<file path="src/rtl/cache_axi_rd_arbiter.sv">
// -----------------------------------------------------------------------------
// cache_axi_rd_arbiter
//
// Shares a single AXI4 read channel (AR/R) between NUM_REQ L1-cache read
// requesters (ICache refill, ICache uncached, DCache refill, DCache uncached).
// One requester is granted at a time, one AR burst is issued, R beats are
// assembled into a line buffer and the line is returned with a single
// ret_valid pulse. Only one transaction is ever outstanding.
//
// Build option:
//   RD_ARB_FIXED_PRIO_EN  defined     -> fixed priority, lowest index wins
//                         not defined -> round-robin starting at rr_ptr
//
// Ports:
//   clk, resetn          clock, asynchronous active-low reset
//   req_rd_req           per-requester read request (held until its rd_rdy)
//   req_rd_addr          per-requester byte address, slice i = [32*i+31:32*i]
//   req_is_line          1 = line burst, 0 = single word
//   req_rd_rdy           one-hot 1-cycle grant pulse
//   req_ret_valid        one-hot 1-cycle data-return pulse
//   req_ret_data         shared line buffer, word k = [32*k+31:32*k]
//   arid..arvalid,arready AXI AR channel (master side)
//   rid..rvalid,rready    AXI R channel (master side); rid/rresp ignored
// -----------------------------------------------------------------------------
module cache_axi_rd_arbiter #(
  parameter int NUM_REQ       = 4,
  parameter int LINE_WORD_NUM = 4,
  parameter int ID_WIDTH      = 4
) (
  input  logic                          clk,
  input  logic                          resetn,
  input  logic [NUM_REQ-1:0]            req_rd_req,
  input  logic [NUM_REQ*32-1:0]         req_rd_addr,
  input  logic [NUM_REQ-1:0]            req_is_line,
  output logic [NUM_REQ-1:0]            req_rd_rdy,
  output logic [NUM_REQ-1:0]            req_ret_valid,
  output logic [LINE_WORD_NUM*32-1:0]   req_ret_data,
  output logic [ID_WIDTH-1:0]           arid,
  output logic [31:0]                   araddr,
  output logic [7:0]                    arlen,
  output logic [2:0]                    arsize,
  output logic [1:0]                    arburst,
  output logic                          arvalid,
  input  logic                          arready,
  input  logic [ID_WIDTH-1:0]           rid,
  input  logic [31:0]                   rdata,
  input  logic [1:0]                    rresp,
  input  logic                          rlast,
  input  logic                          rvalid,
  output logic                          rready
);

  localparam int IDX_W  = (NUM_REQ > 1) ? $clog2(NUM_REQ) : 1;
  localparam int BEAT_W = (LINE_WORD_NUM > 1) ? $clog2(LINE_WORD_NUM) : 1;
  // Clears the byte offset within a line so line bursts start aligned.
  localparam logic [31:0] LINE_MASK = ~(32'(LINE_WORD_NUM * 4 - 1));

  typedef enum logic [1:0] {
    S_IDLE = 2'd0,
    S_AR   = 2'd1,
    S_R    = 2'd2,
    S_DONE = 2'd3
  } state_t;

  state_t                        state;
  state_t                        state_nxt;

  logic                          any_req;
  logic [IDX_W-1:0]              win_idx;
  logic                          grant;
  logic [31:0]                   grant_addr;
  logic                          grant_line;

  logic [IDX_W-1:0]              gnt_id;
  logic [31:0]                   araddr_r;
  logic [7:0]                    arlen_r;
  logic [NUM_REQ-1:0]            rd_rdy_r;
  logic [LINE_WORD_NUM*32-1:0]   ret_data_r;
  logic [BEAT_W-1:0]             beat_cnt;
  // Set once the last line word is written so surplus beats cannot
  // overwrite it while beat_cnt sits saturated.
  logic                          beat_full;

  // rid/rresp are deliberately not checked.
  logic                          unused_r;
  assign unused_r = ^{rid, rresp};

  // ---------------------------------------------------------------------------
  // Arbitration
  // ---------------------------------------------------------------------------
`ifdef RD_ARB_FIXED_PRIO_EN
  always_comb begin
    any_req = 1'b0;
    win_idx = '0;
    for (int k = 0; k < NUM_REQ; k++) begin
      if (!any_req && req_rd_req[k]) begin
        any_req = 1'b1;
        win_idx = IDX_W'(k);
      end
    end
  end
`else
  logic [IDX_W-1:0] rr_ptr;
  logic [IDX_W-1:0] cand;

  // Scan requesters starting at rr_ptr, wrapping at NUM_REQ.
  always_comb begin
    any_req = 1'b0;
    win_idx = '0;
    cand    = '0;
    for (int k = 0; k < NUM_REQ; k++) begin
      cand = IDX_W'((int'(rr_ptr) + k) % NUM_REQ);
      if (!any_req && req_rd_req[cand]) begin
        any_req = 1'b1;
        win_idx = cand;
      end
    end
  end

  always_ff @(posedge clk or negedge resetn) begin
    if (!resetn) begin
      rr_ptr <= '0;
    end else if (grant) begin
      if (win_idx == IDX_W'(NUM_REQ - 1)) rr_ptr <= '0;
      else                                rr_ptr <= win_idx + IDX_W'(1);
    end
  end
`endif

  assign grant      = (state == S_IDLE) && any_req;
  assign grant_addr = req_rd_addr[32*win_idx +: 32];
  assign grant_line = req_is_line[win_idx];

  // ---------------------------------------------------------------------------
  // FSM
  // ---------------------------------------------------------------------------
  always_ff @(posedge clk or negedge resetn) begin
    if (!resetn) state <= S_IDLE;
    else         state <= state_nxt;
  end

  always_comb begin
    state_nxt = state;
    case (state)
      S_IDLE:  if (any_req)          state_nxt = S_AR;
      S_AR:    if (arready)          state_nxt = S_R;
      S_R:     if (rvalid && rlast)  state_nxt = S_DONE;
      S_DONE:                        state_nxt = S_IDLE;
      default:                       state_nxt = S_IDLE;
    endcase
  end

  // ---------------------------------------------------------------------------
  // Grant capture and line assembly
  // ---------------------------------------------------------------------------
  always_ff @(posedge clk or negedge resetn) begin
    if (!resetn) begin
      gnt_id     <= '0;
      araddr_r   <= '0;
      arlen_r    <= '0;
      rd_rdy_r   <= '0;
      ret_data_r <= '0;
      beat_cnt   <= '0;
      beat_full  <= 1'b0;
    end else begin
      rd_rdy_r <= '0;
      if (grant) begin
        rd_rdy_r   <= NUM_REQ'(1) << win_idx;
        gnt_id     <= win_idx;
        araddr_r   <= grant_line ? (grant_addr & LINE_MASK) : grant_addr;
        arlen_r    <= grant_line ? 8'(LINE_WORD_NUM - 1) : 8'd0;
        ret_data_r <= '0;
        beat_cnt   <= '0;
        beat_full  <= 1'b0;
      end else if (state == S_R && rvalid && !beat_full) begin
        ret_data_r[32*beat_cnt +: 32] <= rdata;
        if (beat_cnt == BEAT_W'(LINE_WORD_NUM - 1)) beat_full <= 1'b1;
        else                                        beat_cnt  <= beat_cnt + BEAT_W'(1);
      end
    end
  end

  // ---------------------------------------------------------------------------
  // Outputs: AR fields are held at zero outside the AR state so the whole
  // bus reads zero in reset and while idle.
  // ---------------------------------------------------------------------------
  assign arvalid       = (state == S_AR);
  assign arid          = arvalid ? ID_WIDTH'(gnt_id) : '0;
  assign araddr        = arvalid ? araddr_r : '0;
  assign arlen         = arvalid ? arlen_r : '0;
  assign arsize        = arvalid ? 3'b010 : 3'b000;
  assign arburst       = arvalid ? 2'b01 : 2'b00;
  assign rready        = (state == S_R);
  assign req_rd_rdy    = rd_rdy_r;
  assign req_ret_valid = (state == S_DONE) ? (NUM_REQ'(1) << gnt_id) : '0;
  assign req_ret_data  = ret_data_r;

endmodule
</file>
<file path="config.mk">
export PLATFORM = sky130hd
export DESIGN_NAME = cache_axi_rd_arbiter
export DESIGN_NICKNAME = d
export VERILOG_FILES = /design/src/rtl/cache_axi_rd_arbiter.sv
export SDC_FILE = /design/constraint.sdc
export NUM_CORES = 1
export LEC_CHECK = 0
export BUFFER_PORTS_ARGS = -buffer_cell sky130_fd_sc_hd__buf_2
export CAP_MARGIN = 15
export CORE_ASPECT_RATIO = 0.5
export CORE_UTILIZATION = 28
export CTS_CLUSTER_SIZE = 16
export DETAILED_ROUTE_END_ITERATION = 6
export MAX_ROUTING_LAYER = met4
export REMOVE_ABC_BUFFERS = 1
export SLEW_MARGIN = 20
export SYNTH_ARGS = -nofsm -noshare
export SYNTH_HDL_FRONTEND = slang
export SYNTH_SLANG_ARGS = --single-unit
</file>
<file path="constraint.sdc">
create_clock -name clk -period 1.9 [get_ports clk]
set_input_delay 0.095 -clock clk [delete_from_list [all_inputs] [get_ports clk]]
set_output_delay 0.095 -clock clk [all_outputs]
set_load 0.02 [all_outputs]
</file>
=== After elaboration in Yosys (flattened, before gate mapping) ===
Index checks and enable logic that the tools add are counted.

* Flip-flop bits (word level): 181
* Latch bits: 0
* Memory bits (writable): 0
* Memory bits (read-only): 0
* Bits of input ports: 179
* Output and inout bits: 187
* Memories: 0

* Add/subtract/negate cells: 6
* Multiply operators: 0
* Divide/modulo/power cells: 0
* $lt $le $gt $ge: 5
* Equal/unequal tests: 9
* Shift operators: 5
* Multiplexer cells: 41
* Bitwise gates (word level): 0
* Reduce and logical (&&, ||, !) cells: 17

{| class="wikitable"
|+ Operators with widths
! kind !! count
|-
| $mux 128 || 2
|-
| $bwmux 128 || 1
|-
| $shift 32x34->128 const A || 1
|-
| $shiftx 128x8->32 || 1
|-
| $shiftx 32x34->128 || 1
|-
| $neg 7->34 || 1
|-
| $mux 32 || 1
|-
| $mux 2 || 14
|-
| $lt 2x3->1 const B || 5
|-
| $mux 1 || 13
|-
| $mux 4 || 3
|-
| $bmux 1 s2 || 5
|-
| $eq 2x2->1 const B || 4
|-
| $mux 8 || 1
|-
| $pmux 2 s4 || 1
|-
| $shl 1x2->4 const A || 2
|-
| $logic_and 1x1->1 || 7
|-
| $add 2x1->2 const B || 3
|-
| $add 2x2->2 const B || 2
|-
| $logic_not 1->1 || 4
|-
| $ne 2x1->1 const B || 2
|-
| $ne 2x2->1 const B || 2
|-
| $reduce_and 2->1 || 2
|-
| $reduce_bool 2->1 || 2
|-
| other kinds (3) || 3
|}

=== Longest topological paths before layout ===
Gate-level depths: netlist of run 1.

* Word-level depth: 15
* Depth in mapped cells: 11
* Mapped depth without buffers: 7

=== Least setup slack after synthesis of run 1 ===
No wires, ideal clock.

* Kind: reg2reg
* From: register state[0]
* To: register ret_data_r[108] (netlist: req_ret_data[108])
* Setup time: 0.132 ns
* Arrival time: 1.958 ns
* Data required time: 1.768 ns
* Setup slack: -0.190 ns
* Cell stages (with the launch flop): 12
* Buffers on the path: 4
* Period minus slack after synthesis: 2.090 ns
* Path through: dfrtp_1 inv_1 ha_1 and3b_1 buf_2 and2_0 buf_2 and3_1 buf_2 buf_2 a22oi_1 nor2_1

* Word-level cells in the longest chain between the ends: 4
* Elaborated cells on any way between the ends: 7

{| class="wikitable"
|+ Ends and longest elaborated chain
! what !! line !! source
|-
| start: declaration || 65 || <nowiki>state_t state;</nowiki>
|-
| start signal: assignment || 139 || <nowiki>else state <= state_nxt;</nowiki>
|-
| $eq 2x2->1 || n/a ||
|-
| net rready || 50 || <nowiki>output logic rready</nowiki>
|-
| $logic_and 1x1->1 (2 in series) || 175 || <nowiki>end else if (state == S_R && rvalid && !beat_full) begin</nowiki>
|-
| $reduce_bool 2->1 (no line) || n/a ||
|-
| end signal: indexed assignment || 176 || <nowiki>ret_data_r[32*beat_cnt +: 32] <= rdata;</nowiki>
|-
| end: declaration || 78 || <nowiki>logic [LINE_WORD_NUM*32-1:0] ret_data_r;</nowiki>
|}

The timed path passes the listed nets, and every way through them passes these cells.
A chain may end at the register's enable or synchronous reset.

=== Worst setup path after layout of run 1 ===
* From: register state[0]
* To: register ret_data_r[72] (netlist: req_ret_data[72])

* Word-level cells in the longest chain between the ends: 4
* Elaborated cells on any way between the ends: 7

{| class="wikitable"
|+ Ends and longest elaborated chain
! what !! line
|-
| $eq 2x2->1 || 175
|-
| $logic_and 1x1->1 (2 in series) || 175
|-
| $reduce_bool 2->1 (no line) || n/a
|}

Parallel ways exist; a longest one is shown, timed or not.

==> flow_metrics.env, run 1 <==
export IMPL_outcome="finished, final reports clean"
export IMPL_power_leakage_nw=6.60
export IMPL_yosys_warnings=0
export IMPL_routed_top_layer="met4"
export IMPL_final_antenna_net_count=0
export IMPL_final_common_cell="buf_2"
export IMPL_power_net_switching_mw=6.15
export IMPL_fmax_mhz=537
export IMPL_grt_use_total_pct=21.0
export IMPL_power_frac_comb_pct=45.3
export IMPL_cts_made_buffers=17
export IMPL_via_per_inst=5.22
export IMPL_nets=1519
export IMPL_vias=9024
export IMPL_worstMarginPinSlew_ps=525
export IMPL_synth_top_family_by_area="compound AO/OA/AOI/OAI gates"
export IMPL_netlist_area_sq_mm=0.00860
export IMPL_io_pins=366
export IMPL_ys_flop_type="dfrtp_1"
export IMPL_synthAdderAreaFrac_pct=2.04
export IMPL_routed_wl_mm=33.2
export IMPL_crit_required_ps=2260
export IMPL_fillers=2795
export IMPL_final_cells=1730
export IMPL_clkPwrFrac_pct=23.1
export IMPL_diodes=0
export IMPL_worstPathArrival_ps=2220
export IMPL_synth_cells=862
export IMPL_async_reset_ff_share_pct=100
export IMPL_internal_power_mw=8.83
export IMPL_synth_xor_area_share_pct=0.102
export IMPL_avgRoutedWirePerCell_um=19.2
export IMPL_cts_buffer_depth=2
export IMPL_port_buffers=348
export IMPL_cts_sinks=174
export IMPL_post_dp_hpwl_mm=22.2
export IMPL_final_max_slew_violation_count=0
export IMPL_grt_pass1_vias=9017
export IMPL_start_util_pct=29.1
export IMPL_cts_root_buf="clkbuf_16"
export IMPL_route_met3_wl_mm=1.80
export IMPL_power_density_mw_per_mm2=1160
export IMPL_maxCapViolations=0
export IMPL_gr_total_overflow=0
export IMPL_cts_tree="built"
export IMPL_place_congestion=0.883
export IMPL_synth_edff_count=0
export IMPL_critPathMaxFanout=7
export IMPL_drc_errors=0
export IMPL_die_area_sq_mm=0.0315
export IMPL_post_place_ws_ps=-92.4
export IMPL_swShare_pct=41.1
export IMPL_finalSetupViolCount=0
export IMPL_grt_max_degree=53
export IMPL_num_rows=44
export IMPL_utilization_pct=43.8
export IMPL_firstDrtPassIters=7
export IMPL_synth_compound_area_share_pct=20.1
export IMPL_drive_above_1_share_pct=36.7
export IMPL_fin_crit_ps=1860
export IMPL_avgSynthCellArea_sq_um=9.97
export IMPL_dpl_cell_count=1586
export IMPL_dieWidth_um=250
export IMPL_cts_max_level=4
export IMPL_die_height_um=126
export IMPL_period_share_pct=98.0
export IMPL_total_power_mw=15.0
export IMPL_rsz0062_at_grt="true"
export IMPL_wl_met1_mm=13.2
export IMPL_drt_iter0_markers=691
export IMPL_worstSetupStartpointType="flop"
export IMPL_clk_pin_slew_ps=70
export IMPL_ir_worst_vdd_v=0.000672
export IMPL_yosys_area_share_simple_pct=17.1
export IMPL_end_kind="flop"
export IMPL_ys_types=51
export IMPL_synth_seq_cells=174
export IMPL_dpl_cell_area_sq_mm=0.0111
export IMPL_grt_antenna_before_repair=0
export IMPL_core_area_sq_mm=0.0296
export IMPL_postLayoutCellArea_sq_mm=0.0130
export IMPL_met2_length_mm=16.8
export IMPL_worstSetupPathType="flop to flop"
export IMPL_grt_pass1_wl_mm=49.9
export IMPL_slew_headroom_pct=65.0
export IMPL_hold_viol=0
export IMPL_ys_seq_area_share_pct=50.6
export IMPL_seq_power_share_pct=31.5
export IMPL_min_path_type="input pin to flop"
export IMPL_layout_common_cells="buf_2 (347), dfrtp_1 (174), dlygate4sd3_1 (98)"
export IMPL_insertion_delay_ps=440
export IMPL_finClkSkew_ps=11.4
export IMPL_synthMuxAreaShare_pct=4.02
export IMPL_finalWorstSetupSlack_ps=37.7
export IMPL_area_growth_syn_to_layout_pct=50.7
## metal layers
| layer | global-route usage [%] | vias up |
|---|---|---|
| met1 | 24.3 | 4472 |
| met3 | 3.58 | 108 |
| met2 | 35.5 | 414 |
| met5 | - | - |
| met4 | 10.3 | 0 |
| li1 | - | 4030 |
## layout make-up
cell class	instances	area [sq um]	area share, %
Sequential cell	174	4350	33.6
Multi-Input combinational cell	595	3890	30.0
Timing Repair Buffer	527	3600	27.8
Tap cell	391	489	3.78
Clock buffer	18	439	3.39
Clock inverter	14	140	1.08
Inverter	11	43.8	0.338
## worst paths after layout
kind	slack, ps	to	depth (start not counted)	start
min in group asynchronous	160	araddr_r[18]$_DFFE_PN0P_	2	resetn
worst max register to register	40	req_ret_data[72]$_DFFE_PN0P_	9	state[0]$_DFFE_PN0P_
worst min register to register	490	araddr_r[16]$_DFFE_PN0P_	2	araddr_r[16]$_DFFE_PN0P_
worst max-delay path	40	req_ret_data[72]$_DFFE_PN0P_	9	state[0]$_DFFE_PN0P_
worst min-delay path	2	araddr_r[0]$_DFFE_PN0P_	3	req_rd_addr[0]
max in group asynchronous	1060	req_ret_data[55]$_DFFE_PN0P_	3	resetn
## registers in the layout (all words and copies together) (netlist names)
name / count
araddr_r: 32
state: 2
rr_ptr: 2
beat_full: 1
arlen_r: 1
req_ret_data: 128
gnt_id: 2
req_rd_rdy: 4
beat_cnt: 2
## logic make-up after synthesis
kind of cell | count (synthesis)
muxes | 34
adders and majority gates | 14
AOI/OAI and AO/OA | 233
DFF | 174
xor gates and xnor gates | 1
buffers and inverters | 103
and+or+nand+nor | 302
other | 1
## critical path, cell delays in order, from the launching register on
cell and delay (ps):
dfrtp_1 390, inv_2 80, ha_4 120, and3b_2 270
nand2_4 80, nor4b_4 280, buf_6 200, clkbuf_16 180
a22oi_1 60, nor2_1 120
## cell usage after synthesis (all sizes together) (15+ instances only)
cell type | n | share of area (%)
nand2 | 77 | 3.4
mux2i | 33 | 3.8
nor2 | 96 | 4.3
nand4 | 30 | 2.2
a22o | 15 | 1.5
o211ai | 27 | 2.4
a21oi | 34 | 2.0
and2 | 42 | 3.1
nand3 | 35 | 2.0
clkbuf | 37 | 1.6
buf | 55 | 3.9
o31ai | 28 | 2.4
dfrtp | 174 | 51
a22oi | 81 | 7.1
a211o | 28 | 2.9
## metrics by stage
step | hold WS (ps) | setup TNS [ps]
global placement | 85.3 | -367
CTS | 2.00 | 0
global route | 2.91 | -1590
finish | 1.82 | 0
floorplan | -201 | -631370
detailed placement | 85.1 | -1900
## power groups by stage
stage / clock network, mW / registers, mW / logic (mW)
global placement: 0 / 4.75 / 6.19
global route: 3.70 / 4.81 / 7.29
detailed placement: 0 / 4.77 / 6.29
CTS: 3.56 / 4.71 / 6.51
floorplan: 0 / 4.98 / 3.04
finish: 3.46 / 4.72 / 6.79
## timing repair
item / CTS / global route
gates cloned: 0 / 4
hold endpoints to repair: 206 / 0
endpoints found under the setup margin: 72 / 144
gates resized for setup: 8 / 29
buffers inserted: 0 / 10
pin swaps: 0 / 12
hold buffers: 98 / 0
No activity file was read; power rests on OpenSTA's default activity.
==> run 2: changes to the inputs <==
--- a/config.mk
+++ b/config.mk
@@ -7,7 +7,7 @@
 export LEC_CHECK = 0
 export BUFFER_PORTS_ARGS = -buffer_cell sky130_fd_sc_hd__buf_2
 export CAP_MARGIN = 15
-export CORE_ASPECT_RATIO = 0.5
+export CORE_ASPECT_RATIO = 0.9
 export CORE_UTILIZATION = 28
 export CTS_CLUSTER_SIZE = 16
 export DETAILED_ROUTE_END_ITERATION = 6
==> run 2 against run 1 <==
- the flow now finishes with violations (negative setup slack)
- critical endpoint is now req_ret_data[66]$_DFFE_PN0P_
- via count is 0.20% lower
- largest cell class unchanged
- first-iteration DRC count is 36% lower
- highest routed layer unchanged
- total power is 7.7% higher
- final area is 6.5% higher
- core utilization is 2.1 points higher
- cell count is 1.7% higher
- clock-buffer cell count stayed put
- die area is 0.13% lower
- non-clock buffer count is 19 higher
==> flow_metrics.env, run 2 (same netlist as run 1, synthesis figures left out) <==
export IMPL_nets=1538
export IMPL_routed_wl_mm=34.5
export IMPL_clk_pin_slew_ps=80
export IMPL_finalSetupViolCount=4
export IMPL_grt_max_degree=68
export IMPL_worstMarginPinSlew_ps=559
export IMPL_end_kind="flop"
export IMPL_via_per_inst=5.12
export IMPL_cts_max_level=4
export IMPL_gr_total_overflow=0
export IMPL_worstSetupStartpointType="flop"
export IMPL_slew_headroom_pct=62.7
export IMPL_whs_ps=2.42
export IMPL_min_delay_worst_endpoint="araddr_r[0]$_DFFE_PN0P_"
export IMPL_hold_viol=0
export IMPL_tns_ps=-28.2
export IMPL_vias=9006
export IMPL_critPathMaxFanout=6
export IMPL_final_cells=1760
export IMPL_port_buffers=348
export IMPL_cts_sinks=174
export IMPL_power_leakage_nw=6.82
export IMPL_dieWidth_um=187
export IMPL_grt_pass1_wl_mm=49.1
export IMPL_die_height_um=168
export IMPL_dpl_cell_count=1597
export IMPL_fmax_mhz=521
export IMPL_area_growth_syn_to_layout_pct=60.5
export IMPL_r2r_end="req_ret_data[66]$_DFFE_PN0P_"
export IMPL_cts_buffer_depth=2
export IMPL_total_power_mw=16.1
export IMPL_cts_tree="built"
export IMPL_min_path_type="input pin to flop"
export IMPL_grt_pass1_vias=8634
export IMPL_diodes=0
export IMPL_drive_above_1_share_pct=42.2
export IMPL_num_rows=60
export IMPL_power_density_mw_per_mm2=1170
export IMPL_min_delay_start="req_rd_addr[0]"
export IMPL_drc_errors=0
export IMPL_post_dp_hpwl_mm=21.4
export IMPL_ir_worst_vdd_v=0.000620
export IMPL_worstSetupPathType="flop to flop"
export IMPL_avgRoutedWirePerCell_um=19.6
export IMPL_io_pins=366
export IMPL_cts_made_buffers=17
export IMPL_final_common_cell="buf_2"
export IMPL_drt_iter0_markers=444
export IMPL_rrSetupSlack_ps=-20
export IMPL_layout_common_cells="buf_2 (331), dfrtp_1 (174), dlygate4sd3_1 (94)"
export IMPL_fin_crit_ps=1920
export IMPL_finClkSkew_ps=14.1
export IMPL_finalWorstSetupSlack_ps=-20.3
export IMPL_period_share_pct=101
export IMPL_maxCapViolations=0
export IMPL_place_congestion=0.852
export IMPL_rsz0062_at_grt="true"
export IMPL_r2r_start="state[0]$_DFFE_PN0P_"
export IMPL_grt_use_total_pct=20.6
export IMPL_largest_reg_flops=128
export IMPL_r2r_cells=9
export IMPL_cts_root_buf="clkbuf_16"
export IMPL_outcome="finished, violations left"
export IMPL_insertion_delay_ps=430
export IMPL_final_antenna_net_count=0
export IMPL_core_area_sq_mm=0.0300
export IMPL_hold_depth=3
export IMPL_crit_required_ps=2260
export IMPL_firstDrtPassIters=5
export IMPL_violations="negative setup slack"
export IMPL_dpl_cell_area_sq_mm=0.0112
export IMPL_worstPathArrival_ps=2280
export IMPL_postLayoutCellArea_sq_mm=0.0138
export IMPL_grt_antenna_before_repair=0
export IMPL_final_max_slew_violation_count=0
export IMPL_die_area_sq_mm=0.0314
export IMPL_start_util_pct=28.6
[run 2: cell types whose count changed in the layout (fill, tap and decap cells not counted), sizes merged]
cell | previous run | this run
dlygate4sd3 | 98 | 94
inv | 20 | 16
clkbuf | 21 | 26
buf | 426 | 444
clkinv | 3 | 6
[run 2: area by class of cell]
cell class                 instances  area (sq um)
clock buffer                      18           439
clock inverter                    13           149
fill                            2869         16200
inverter                          11          41.3
multi-input combinational        595          4240
sequential                       174          4350
tap                              403           504
timing repair buffer             546          4080
[run 2: critical path: stages (launching register included)]
cell	delay, ps
dfrtp_1	400
inv_2	90
ha_4	130
and3b_2	260
nand2_4	80
nor4b_4	310
buf_6	210
clkbuf_16	190
a22oi_2	60
nor2_1	120
[run 2: layer usage]
| layer | track usage, % | up-vias | share of wire [%] |
|---|---|---|---|
| met2 | 33.4 | 474 | 49 |
| li1 | - | 4080 | - |
| met5 | - | - | 0 |
| met3 | 4.02 | 48 | 7.2 |
| met4 | 6.09 | 0 | 2.3 |
| met1 | 26.0 | 4404 | 42 |
[run 2: through the flow]
stage | setup slack (ps) | util [%]
6_report | -20.3 | 46.0
3_5_place_dp | -105 | 37.4
5_1_grt | -114 | 46.0
2_1_floorplan | -5240 | -
4_1_cts | -10.4 | 42.8
3_3_place_gp | -48.9 | 37.4
[run 2: timing repair]
action | CTS | global route
gates resized for setup | 9 | 117
setup buffers | 3 | 24
hold buffers | 94 | 0
setup endpoints to repair | 62 | 176
gates cloned | 1 | 11
endpoints found under the hold margin | 201 | 0
pin swaps | 4 | 72
[run 2: report_power, final]
part	switching, mW	internal (mW)
clock	1.73	1.79
combinational	4.41	3.42
sequential	0.430	4.35
[run 2: how the worst max path moves through the flow]
stage | cells past startpoint | from | slack [ps] | end
after global placement | 6 | state[0]$_DFFE_PN0P_ | -50 | req_ret_data[41]$_DFFE_PN0P_
after floorplan | 5 | state[0]$_DFFE_PN0P_ | -5240 | araddr_r[30]$_DFFE_PN0P_
after detailed placement | 6 | state[0]$_DFFE_PN0P_ | -110 | req_ret_data[35]$_DFFE_PN0P_
after global routing | 9 | state[0]$_DFFE_PN0P_ | -110 | req_ret_data[66]$_DFFE_PN0P_
after CTS | 9 | state[0]$_DFFE_PN0P_ | -10 | req_ret_data[29]$_DFFE_PN0P_
final | 9 | state[0]$_DFFE_PN0P_ | -20 | req_ret_data[66]$_DFFE_PN0P_
